==> config.mk <==
export PLATFORM = sky130hd
export DESIGN_NAME = odata_pattern_sched
export DESIGN_NICKNAME = d
export VERILOG_FILES = /design/src/rtl/odata_sched_pkg.sv /design/src/rtl/odata_pattern_table.sv /design/src/rtl/odata_pattern_sched.sv
export SDC_FILE = /design/constraint.sdc
export NUM_CORES = 1
export LEC_CHECK = 0
export BUFFER_PORTS_ARGS = -buffer_cell sky130_fd_sc_hd__buf_4
export CAP_MARGIN = 25
export CORE_UTILIZATION = 40
export CTS_CLUSTER_DIAMETER = 60
export DETAILED_ROUTE_END_ITERATION = 7
export GPL_ROUTABILITY_DRIVEN = 0
export PLACE_DENSITY_LB_ADDON = 0.3
export SYNTH_ARGS = -nofsm -noshare
export SYNTH_HDL_FRONTEND = slang
export SYNTH_SLANG_ARGS = --single-unit
==> constraint.sdc <==
create_clock -name sys_clock -period 2.7 [get_ports sys_clock]
set_input_delay 0.405 -clock sys_clock [delete_from_list [all_inputs] [get_ports sys_clock]]
set_output_delay 0.405 -clock sys_clock [all_outputs]
set_load 0.005 [all_outputs]
==> src/rtl/odata_sched_pkg.sv <==
// Shared types and constants for the odata pattern scheduler.
//   state_t      : scheduler FSM states
//   IDLE_VAL_DEF : default odata value driven while not running
package odata_sched_pkg;

  typedef enum logic [1:0] {
    S_IDLE   = 2'd0,
    S_RUN    = 2'd1,
    S_FINISH = 2'd2
  } state_t;

  localparam logic [3:0] IDLE_VAL_DEF = 4'h0;

endpackage

==> src/rtl/odata_pattern_table.sv <==
// Pattern table: DEPTH entries of {pattern, hold}, one synchronous write
// port and one combinational read port. Entries reset to {IDLE_VAL, 0}.
//   clk, rst_n                      : clock, async active-low reset
//   wr_en/wr_addr/wr_pattern/wr_hold: write port
//   rd_addr/rd_pattern/rd_hold      : combinational read port
module odata_pattern_table #(
  parameter int         DEPTH    = 8,
  parameter int         HOLD_W   = 8,
  parameter int         AW       = 3,
  parameter logic [3:0] IDLE_VAL = 4'h0
) (
  input  logic              clk,
  input  logic              rst_n,
  input  logic              wr_en,
  input  logic [AW-1:0]     wr_addr,
  input  logic [3:0]        wr_pattern,
  input  logic [HOLD_W-1:0] wr_hold,
  input  logic [AW-1:0]     rd_addr,
  output logic [3:0]        rd_pattern,
  output logic [HOLD_W-1:0] rd_hold
);

  logic [DEPTH-1:0][3:0]        pat_mem;
  logic [DEPTH-1:0][HOLD_W-1:0] hold_mem;

  for (genvar i = 0; i < DEPTH; i++) begin : g_entry
    always_ff @(posedge clk or negedge rst_n) begin
      if (!rst_n) begin
        pat_mem[i]  <= IDLE_VAL;
        hold_mem[i] <= '0;
      end else if (wr_en && (wr_addr == AW'(i))) begin
        pat_mem[i]  <= wr_pattern;
        hold_mem[i] <= wr_hold;
      end
    end
  end

  assign rd_pattern = pat_mem[rd_addr];
  assign rd_hold    = hold_mem[rd_addr];

endmodule

==> src/rtl/odata_pattern_sched.sv <==
// Odata pattern scheduler: steps through a programmable table of 4-bit
// patterns, holding each for hold+1 cycles, for repeat_num passes (0 = until
// stop). One FINISH cycle with done=1 ends every sequence except a reset.
//   sys_clock, rst_n            : clock, async active-low reset
//   cfg_valid/ready/addr/pattern/hold : table write (accepted only in IDLE)
//   start, stop, repeat_num, last_step: sequence control
//   busy, done, odata           : status and registered pattern output
module odata_pattern_sched
  import odata_sched_pkg::*;
#(
  parameter int         DEPTH    = 8,
  parameter int         HOLD_W   = 8,
  parameter int         REP_W    = 8,
  parameter logic [3:0] IDLE_VAL = IDLE_VAL_DEF
) (
  input  logic                                  sys_clock,
  input  logic                                  rst_n,
  input  logic                                  cfg_valid,
  output logic                                  cfg_ready,
  input  logic [((DEPTH>1)?$clog2(DEPTH):1)-1:0] cfg_addr,
  input  logic [3:0]                            cfg_pattern,
  input  logic [HOLD_W-1:0]                     cfg_hold,
  input  logic                                  start,
  input  logic                                  stop,
  input  logic [REP_W-1:0]                      repeat_num,
  input  logic [((DEPTH>1)?$clog2(DEPTH):1)-1:0] last_step,
  output logic                                  busy,
  output logic                                  done,
  output logic [3:0]                            odata
);

  localparam int AW = (DEPTH > 1) ? $clog2(DEPTH) : 1;

  state_t            state, state_n;
  logic [AW-1:0]     step, step_n, last_q, last_n;
  logic [HOLD_W-1:0] hcnt, hcnt_n, hold_lim;
  logic [REP_W-1:0]  pass_q, pass_n;
  logic              rep_nz, rep_nz_n;
  logic [3:0]        rd_pattern;
  logic [HOLD_W-1:0] rd_hold;

  // Ready is gated by rst_n so nothing is offered while reset is held.
  assign cfg_ready = (state == S_IDLE) && rst_n;
  assign busy      = (state != S_IDLE);
  assign done      = (state == S_FINISH);

  odata_pattern_table #(
    .DEPTH    (DEPTH),
    .HOLD_W   (HOLD_W),
    .AW       (AW),
    .IDLE_VAL (IDLE_VAL)
  ) u_table (
    .clk        (sys_clock),
    .rst_n      (rst_n),
    .wr_en      (cfg_valid && cfg_ready),
    .wr_addr    (cfg_addr),
    .wr_pattern (cfg_pattern),
    .wr_hold    (cfg_hold),
    .rd_addr    (step_n),
    .rd_pattern (rd_pattern),
    .rd_hold    (rd_hold)
  );

  always_comb begin
    state_n  = state;
    step_n   = step;
    hcnt_n   = hcnt;
    pass_n   = pass_q;
    rep_nz_n = rep_nz;
    last_n   = last_q;
    case (state)
      S_IDLE: begin
        if (start && !stop) begin
          state_n  = S_RUN;
          step_n   = '0;
          hcnt_n   = '0;
          pass_n   = repeat_num;
          rep_nz_n = |repeat_num;
          last_n   = last_step;
        end
      end
      S_RUN: begin
        if (stop) begin
          state_n = S_FINISH;
        end else if (hcnt == hold_lim) begin
          hcnt_n = '0;
          if (step == last_q) begin
            step_n = '0;
            // Infinite mode never touches the pass counter.
            if (rep_nz) begin
              pass_n = pass_q - REP_W'(1);
              if (pass_q == REP_W'(1)) state_n = S_FINISH;
            end
          end else begin
            step_n = step + AW'(1);
          end
        end else begin
          // hcnt stops at hold_lim, so it can never wrap.
          hcnt_n = hcnt + HOLD_W'(1);
        end
      end
      S_FINISH: state_n = S_IDLE;
      default:  state_n = S_IDLE;
    endcase
  end

  // Table is read at the next step index so odata and the hold limit are
  // registered alongside the step they belong to.
  always_ff @(posedge sys_clock or negedge rst_n) begin
    if (!rst_n) begin
      state    <= S_IDLE;
      step     <= '0;
      hcnt     <= '0;
      hold_lim <= '0;
      pass_q   <= '0;
      rep_nz   <= 1'b0;
      last_q   <= '0;
      odata    <= IDLE_VAL;
    end else begin
      state    <= state_n;
      step     <= step_n;
      hcnt     <= hcnt_n;
      hold_lim <= rd_hold;
      pass_q   <= pass_n;
      rep_nz   <= rep_nz_n;
      last_q   <= last_n;
      odata    <= (state_n == S_RUN) ? rd_pattern : IDLE_VAL;
    end
  end

endmodule

==> results of run 1 <==
Yosys cell counts (all sizes together), types with 8 or more instances:
library cell / n
xor2: 9
and3: 14
o21ai: 17
a32o: 8
a211oi: 22
xnor2: 11
a21boi: 46
buf: 16
o32ai: 12
dfrtp: 133
inv: 8
nor2: 22
nand2: 20
clkbuf: 21
mux2: 94
a2111oi: 14
final timing paths:
| kind | startpoint | endpoint | slack, ps | cells after the start |
|---|---|---|---|---|
| min in group sys_clock | last_step[2] | last_q[2] | 180 | 3 |
| worst max register to register | state[0] | hold_lim[1] | 100 | 6 |
| max in group asynchronous | rst_n | u_table.hold_mem[24] | 1140 | 3 |
| worst max-delay path | state[0] | hold_lim[1] | 100 | 6 |
| worst min-delay path | rst_n | pass_q[4] | 160 | 2 |
| worst min register to register | u_table.pat_mem[21] | u_table.pat_mem[21] | 500 | 1 |
flip-flops by register name, summed over array words and instances (netlist names):
register / count
u_table.hold_mem: 64
u_table.pat_mem: 32
state: 2
odata: 4
step: 3
hcnt: 8
pass_q: 8
last_q: 3
rep_nz: 1
hold_lim: 8
power groups by stage:
stage | combinational [mW] | sequential, mW | clock (mW)
after global routing | 1.66 | 2.96 | 2.60
after global placement | 1.38 | 2.89 | 0
after detailed placement | 1.45 | 2.92 | 0
after CTS | 1.46 | 2.89 | 2.51
final | 1.50 | 2.90 | 2.48
after floorplan | 1.09 | 2.79 | 0
cell usage in the layout, fill, tap and decap left out, drive strengths merged, types with 4 or more instances in the layout:
| cell | count |
|---|---|
| nor3b | 4 |
| a2111oi | 14 |
| a32o | 8 |
| o21ai | 17 |
| ha | 4 |
| a21oi | 4 |
| dfrtp | 133 |
| nand3b | 4 |
| clkbuf | 22 |
| and3 | 14 |
| o32ai | 12 |
| nand3 | 7 |
| nor2 | 22 |
| buf | 64 |
| mux2 | 94 |
| nand2 | 20 |
| nand4 | 5 |
| o311ai | 7 |
| xor2 | 9 |
| bufinv | 4 |
| nor3 | 6 |
| a211oi | 22 |
| xnor2 | 11 |
| a21boi | 46 |
| nor4 | 5 |
| clkinv | 5 |
| inv | 10 |
per-layer routing:
metal / part of all wire / up-vias / GRT usage / wire length, microns
met5: 0 / - / 0 / 0
met4: 0.024 / 0 / 0.0889 / 382
met3: 0.048 / 27 / 0.0455 / 764
met2: 0.47 / 135 / 0.317 / 7540
met1: 0.46 / 2406 / 0.262 / 7260
li1: - / 2161 / - / -
critical path, cell delays in order (launching register included):
cell                        delay (ps)
sky130_fd_sc_hd__dfrtp_1           410
sky130_fd_sc_hd__or3b_4            400
sky130_fd_sc_hd__a311o_1           330
sky130_fd_sc_hd__or3_4             360
sky130_fd_sc_hd__and2_4            240
sky130_fd_sc_hd__a2111oi_0         600
sky130_fd_sc_hd__a211oi_1          110
metrics by stage:
step	util	total power, mW	hold slack (ps)	instances
3_5_place_dp	0.447	4.36	487	783
5_1_grt	0.491	7.22	178	820
4_1_cts	0.487	6.86	172	815
2_1_floorplan	-	3.88	109	544
3_3_place_gp	0.447	4.27	480	782
6_report	0.491	6.88	161	820
logic make-up (layout without fill, tap and decap cells):
group / Yosys count / in the layout / synth area share
AOI/OAI and AO/OA: 147 / 147 / 0.176
DFF: 133 / 133 / 0.505
and+or+nand+nor: 100 / 100 / 0.0838
muxes: 94 / 94 / 0.161
buffers and inverters: 46 / 106 / 0.0395
xor gates and xnor gates: 20 / 20 / 0.0266
adders and majority gates: 4 / 4 / 0.00760
what timing repair did:
item,CTS,global route
endpoints found under the setup margin,1,9
buffers inserted,0,4
gates resized for setup,1,4
cloned,0,1
hold buffers,0,0
pin swaps,0,2
final cells by class:
type	instances	area (sq um)
flip-flops and latches	133	3330
well taps	216	270
repair buffers	65	543
inverters	9	46.3
fillers	1418	8150
clock inverters	11	173
multi-input cells	365	3030
clock buffers	21	460
==> impl_metrics.py, run 1 <==
metrics = {
    "final_layout": {
        "post_route_cells_drive_above_1_share": 0.338,
        "nets": 626,
        "area_growth_syn_to_layout_pct": 19.3,
        "final_area_sq_um": 7860,
        "antenna_cells": 0,
    },
    "grt": {
        "grt_util_all_layers": 0.200,
        "grt_first_pass_wirelength_microns": 25500,
        "grt_remaining_overflow": 0,
        "grt_pass1_vias": 4793,
        "grt_max_degree": 69,
        "grt_antenna_before_repair": 0,
    },
    "timing": {
        "setup_tns_ps": 0,
        "fmaxAchievable_ghz": 0.384,
        "fin_ws_ps": 97.7,
        "final_min_period_over_clock_period": 0.964,
        "slew-limit-headroom": 0.415,
        "grt_setup_unrepaired": "no",
        "fin_crit_ps": 2600,
        "timing_hold_violations_final": 0,
        "worstMarginPinSlew_ps": 877,
        "fin_skew_ps": 7.53,
        "timing.final.max_slew_violations": 0,
        "final-setup-viol-count": 0,
    },
    "power": {
        "share_seq_of_total_power": 0.421,
        "pwr_density_cell_nw_per_um2": 875,
        "ir_drop_uv": 545,
        "internal-power_mw": 4.92,
        "share_clk_of_total_power": 0.360,
        "p_leak_nw": 3.38,
        "switching_share": 0.285,
        "power.switching_mw": 1.96,
        "share_comb_of_total_power": 0.219,
    },
    "worst_setup_path": {
        "worstPathArrival_ps": 2880,
        "worst_ep_required_time_ps": 2970,
        "worstSetupEndpointType": "flop",
        "critPathLaunchType": "flop",
        "critPathMaxFanout": 17,
        "timing.setup.critical_path_class": "flop to flop",
    },
    "routing": {
        "antenna_viol_nets_final": 0,
        "drt_iter0_drc": 359,
        "drc": 0,
        "routed_wire_length_per_instance_microns": 19.4,
        "drt_first_pass_iters": 6,
        "vias_per_cell": 5.77,
        "finalWirelength_microns": 15900,
        "vias": 4729,
    },
    "floorplanning": {
        "die_h_microns": 130,
        "rows": 46,
        "pin_count": 38,
        "width_of_the_die_microns": 130,
        "floorplan.die_area_sq_um": 17000,
        "initial_utilization": 0.412,
        "fp.coreArea_sq_um": 16000,
    },
    "place": {
        "placed_area_sq_um": 7150,
        "dp_slack_ps": 20.8,
        "dp_hpwl_microns": 9700,
        "place.port_buffers": 37,
    },
    "yosys": {
        "synthesis.area_sq_um": 6590,
        "library_cell_with_the_largest_summed_area_after_synthesis": "sky130_fd_sc_hd__dfrtp_1",
        "ys_ff_latch": 133,
        "netlist.area_leader.share": 0.505,
        "synth_area_leaders": "sky130_fd_sc_hd__dfrtp_1, sky130_fd_sc_hd__mux2_2, sky130_fd_sc_hd__a21boi_0, sky130_fd_sc_hd__a211oi_1, sky130_fd_sc_hd__a2111oi_0",
        "share_of_flip_flops_with_an_asynchronous_set_or_reset": 1.00,
        "synthesis.area_per_instance_sq_um": 12.1,
        "netlist-cell-type-count": 57,
        "synth_enable_flop_cells": 0,
        "synth.yosys.warnings": 0,
        "yosys_most_used_dff": "sky130_fd_sc_hd__dfrtp_1",
        "synthCells": 544,
        "post_synthesis_sequential_area_ratio": 0.505,
        "mappedNetlistNets": 579,
    },
    "job": {
        "cap_viol_max_count": 0,
    },
    "clock_network": {
        "clockRootBuffer": "sky130_fd_sc_hd__clkbuf_16",
        "clock_tree_from_tritoncts": "done",
        "max-clock-path-buffers": 2,
        "worst_setup_hold_path_clk_slew_ps": 60,
        "worstSkewPairLatency_ps": 420,
        "cts.sink_count": 133,
        "cts_inserted_buffers": 17,
        "htreeDepth": 4,
    },
    "hold_path": {
        "min-delay-path-class": "input port to async pin",
    },
    "outcome": {
        "status": "completed",
    },
}
(Power assumes the default switching activity.)
==> inputs of run 2 (changes only) <==
clock period = 2.65 ns   (was 2.7 ns; I/O delays follow)
==> run 2 against run 1 <==
  * Flip-flop and latch count unchanged
  * Critical path type unchanged
  * Die area unchanged
  * Cell area down 0.88%
  * Final cell count down 0.49%
  * Register-to-register slack better by 60 ps
  * Clock power down 6%
  * Largest power group unchanged
  * Highest routed layer unchanged
  * Largest cell class unchanged
  * Setup slack better by 64 ps
  * Via count down 1.6%
  * Critical path depth up 1
==> impl_metrics.py, run 2 (synthesized netlist as in run 1, its figures left out) <==
metrics = {
    "final_layout": {
        "final_common_cell": "sky130_fd_sc_hd__dfrtp_1",
        "layout_filler_cell_count": 1483,
        "final-seq-area_sq_um": 3330,
        "area_growth_syn_to_layout_pct": 18.2,
        "largest_reg_flops": 64,
        "largestRegisters": "u_table.hold_mem x64, u_table.pat_mem x32",
        "instances_no_fill": 816,
        "largest-register": "u_table.hold_mem",
        "layout.cells.most_common_list": "sky130_fd_sc_hd__dfrtp_1, sky130_fd_sc_hd__mux2_2, sky130_fd_sc_hd__buf_4, sky130_fd_sc_hd__a21boi_0, sky130_fd_sc_hd__nor2_1",
        "nets": 624,
        "multi_input_comb_area_sq_um": 3050,
        "post_route_cells_drive_above_1_share": 0.333,
        "antenna_cells": 0,
    },
    "grt": {
        "grt_util_all_layers": 0.201,
        "grt_first_pass_wirelength_microns": 25400,
        "grt_pass1_vias": 4727,
        "grt_max_degree": 134,
        "grt_antenna_before_repair": 0,
        "grt_remaining_overflow": 0,
    },
    "worst_setup_path": {
        "critPathLaunchType": "flop",
        "timing.setup.critical_path_class": "flop to flop",
        "worstPathArrival_ps": 2800,
        "worst_ep_required_time_ps": 2960,
        "critPathMaxFanout": 18,
        "worstSetupEndpointType": "flop",
    },
    "routing": {
        "routed_wire_length_per_instance_microns": 19.3,
        "drt_first_pass_iters": 4,
        "wl_met3_microns": 612,
        "drt_iter0_drc": 272,
        "antenna_viol_nets_final": 0,
        "drc": 0,
        "top_signal_layer_used": "met4",
        "vias": 4653,
        "wl_met2_microns": 7610,
        "drt-met1-wl_microns": 7360,
        "vias_per_cell": 5.70,
        "finalWirelength_microns": 15800,
    },
    "clock_network": {
        "clockRootBuffer": "sky130_fd_sc_hd__clkbuf_16",
        "htreeDepth": 4,
        "worst_setup_hold_path_clk_slew_ps": 60,
        "cts.sink_count": 133,
        "cts_inserted_buffers": 17,
        "worstSkewPairLatency_ps": 420,
        "clock_tree_from_tritoncts": "done",
        "max-clock-path-buffers": 2,
    },
    "timing": {
        "timing_hold_violations_final": 0,
        "timing.final.max_slew_violations": 0,
        "fin_skew_ps": 8.09,
        "fmaxAchievable_ghz": 0.402,
        "setup_tns_ps": 0,
        "worstMarginPinSlew_ps": 792,
        "final_min_period_over_clock_period": 0.939,
        "fin_crit_ps": 2490,
        "slew-limit-headroom": 0.466,
        "timing.hold.ws_ps": 73.7,
        "final-setup-viol-count": 0,
    },
    "floorplanning": {
        "pin_count": 38,
        "fp.coreArea_sq_um": 16000,
        "die_h_microns": 130,
        "width_of_the_die_microns": 130,
        "floorplan.die_area_sq_um": 17000,
        "rows": 46,
        "initial_utilization": 0.412,
    },
    "place": {
        "dp_hpwl_microns": 10000,
        "placedCellCount": 786,
        "place.port_buffers": 37,
    },
    "job": {
        "cap_viol_max_count": 0,
    },
    "outcome": {
        "status": "completed",
    },
    "power": {
        "pwr_density_cell_nw_per_um2": 878,
        "ir_drop_uv": 554,
        "total_power_mw": 6.84,
        "p_leak_nw": 3.33,
    },
    "hold_path": {
        "min-delay-path-class": "input port to async pin",
    },
}
[run 2: metrics by stage]
step / instance area [sq um] / util / worst slack (ps)
after detailed placement: 7180 / 0.449 / 35.5
after floorplan: 6590 / - / 235
final: 7790 / 0.487 / 161
after CTS: 7760 / 0.485 / 87.6
after global routing: 7790 / 0.487 / -2.64
after global placement: 7170 / 0.448 / 67.5
[run 2: critical path, stage by stage (launching register included)]
cell,delay (ps)
sky130_fd_sc_hd__dfrtp_1,410
sky130_fd_sc_hd__or3b_4,400
sky130_fd_sc_hd__buf_4,170
sky130_fd_sc_hd__o311ai_4,420
sky130_fd_sc_hd__and2_4,350
sky130_fd_sc_hd__buf_4,240
sky130_fd_sc_hd__a211oi_1,90
sky130_fd_sc_hd__o32ai_1,280
[run 2: area by class of cell]
cell class	instances	share of cell area
inverter	9	0.00595
clock inverter	9	0.0166
timing repair buffer	63	0.0660
multi-input combinational	365	0.391
sequential	133	0.427
clock buffer	21	0.0578
tap	216	0.0347
[run 2: what timing repair did]
action / in CTS / in global routing
resized for setup: 0 / 7
hold buffers: 0 / 0
setup endpoints to repair: 0 / 12
setup buffers: 0 / 0
[run 2: final timing paths]
check | start | endpoint | slack (ps) | depth (start not counted)
min reg2reg | u_table.hold_mem[42] | u_table.hold_mem[42] | 500 | 1
max | state[0] | odata[1] | 160 | 7
min in group sys_clock | last_step[2] | last_q[2] | 170 | 3
min | rst_n | pass_q[3] | 70 | 2
max reg2reg | state[0] | odata[1] | 160 | 7
max in group asynchronous | rst_n | u_table.pat_mem[14] | 1980 | 2
[run 2: report_power, final]
| group | leakage [nW] | total, mW | switching, mW | internal, mW |
|---|---|---|---|---|
| clock | 0.279 | 2.34 | 0.853 | 1.49 |
| combinational | 1.37 | 1.54 | 0.749 | 0.786 |
| sequential | 1.68 | 2.96 | 0.363 | 2.59 |
[run 2: layer usage]
layer,GRT usage,up-vias
met3,0.0484,18
met2,0.319,96
met5,0,-
met1,0.267,2393
met4,0.0705,0
li1,-,2146
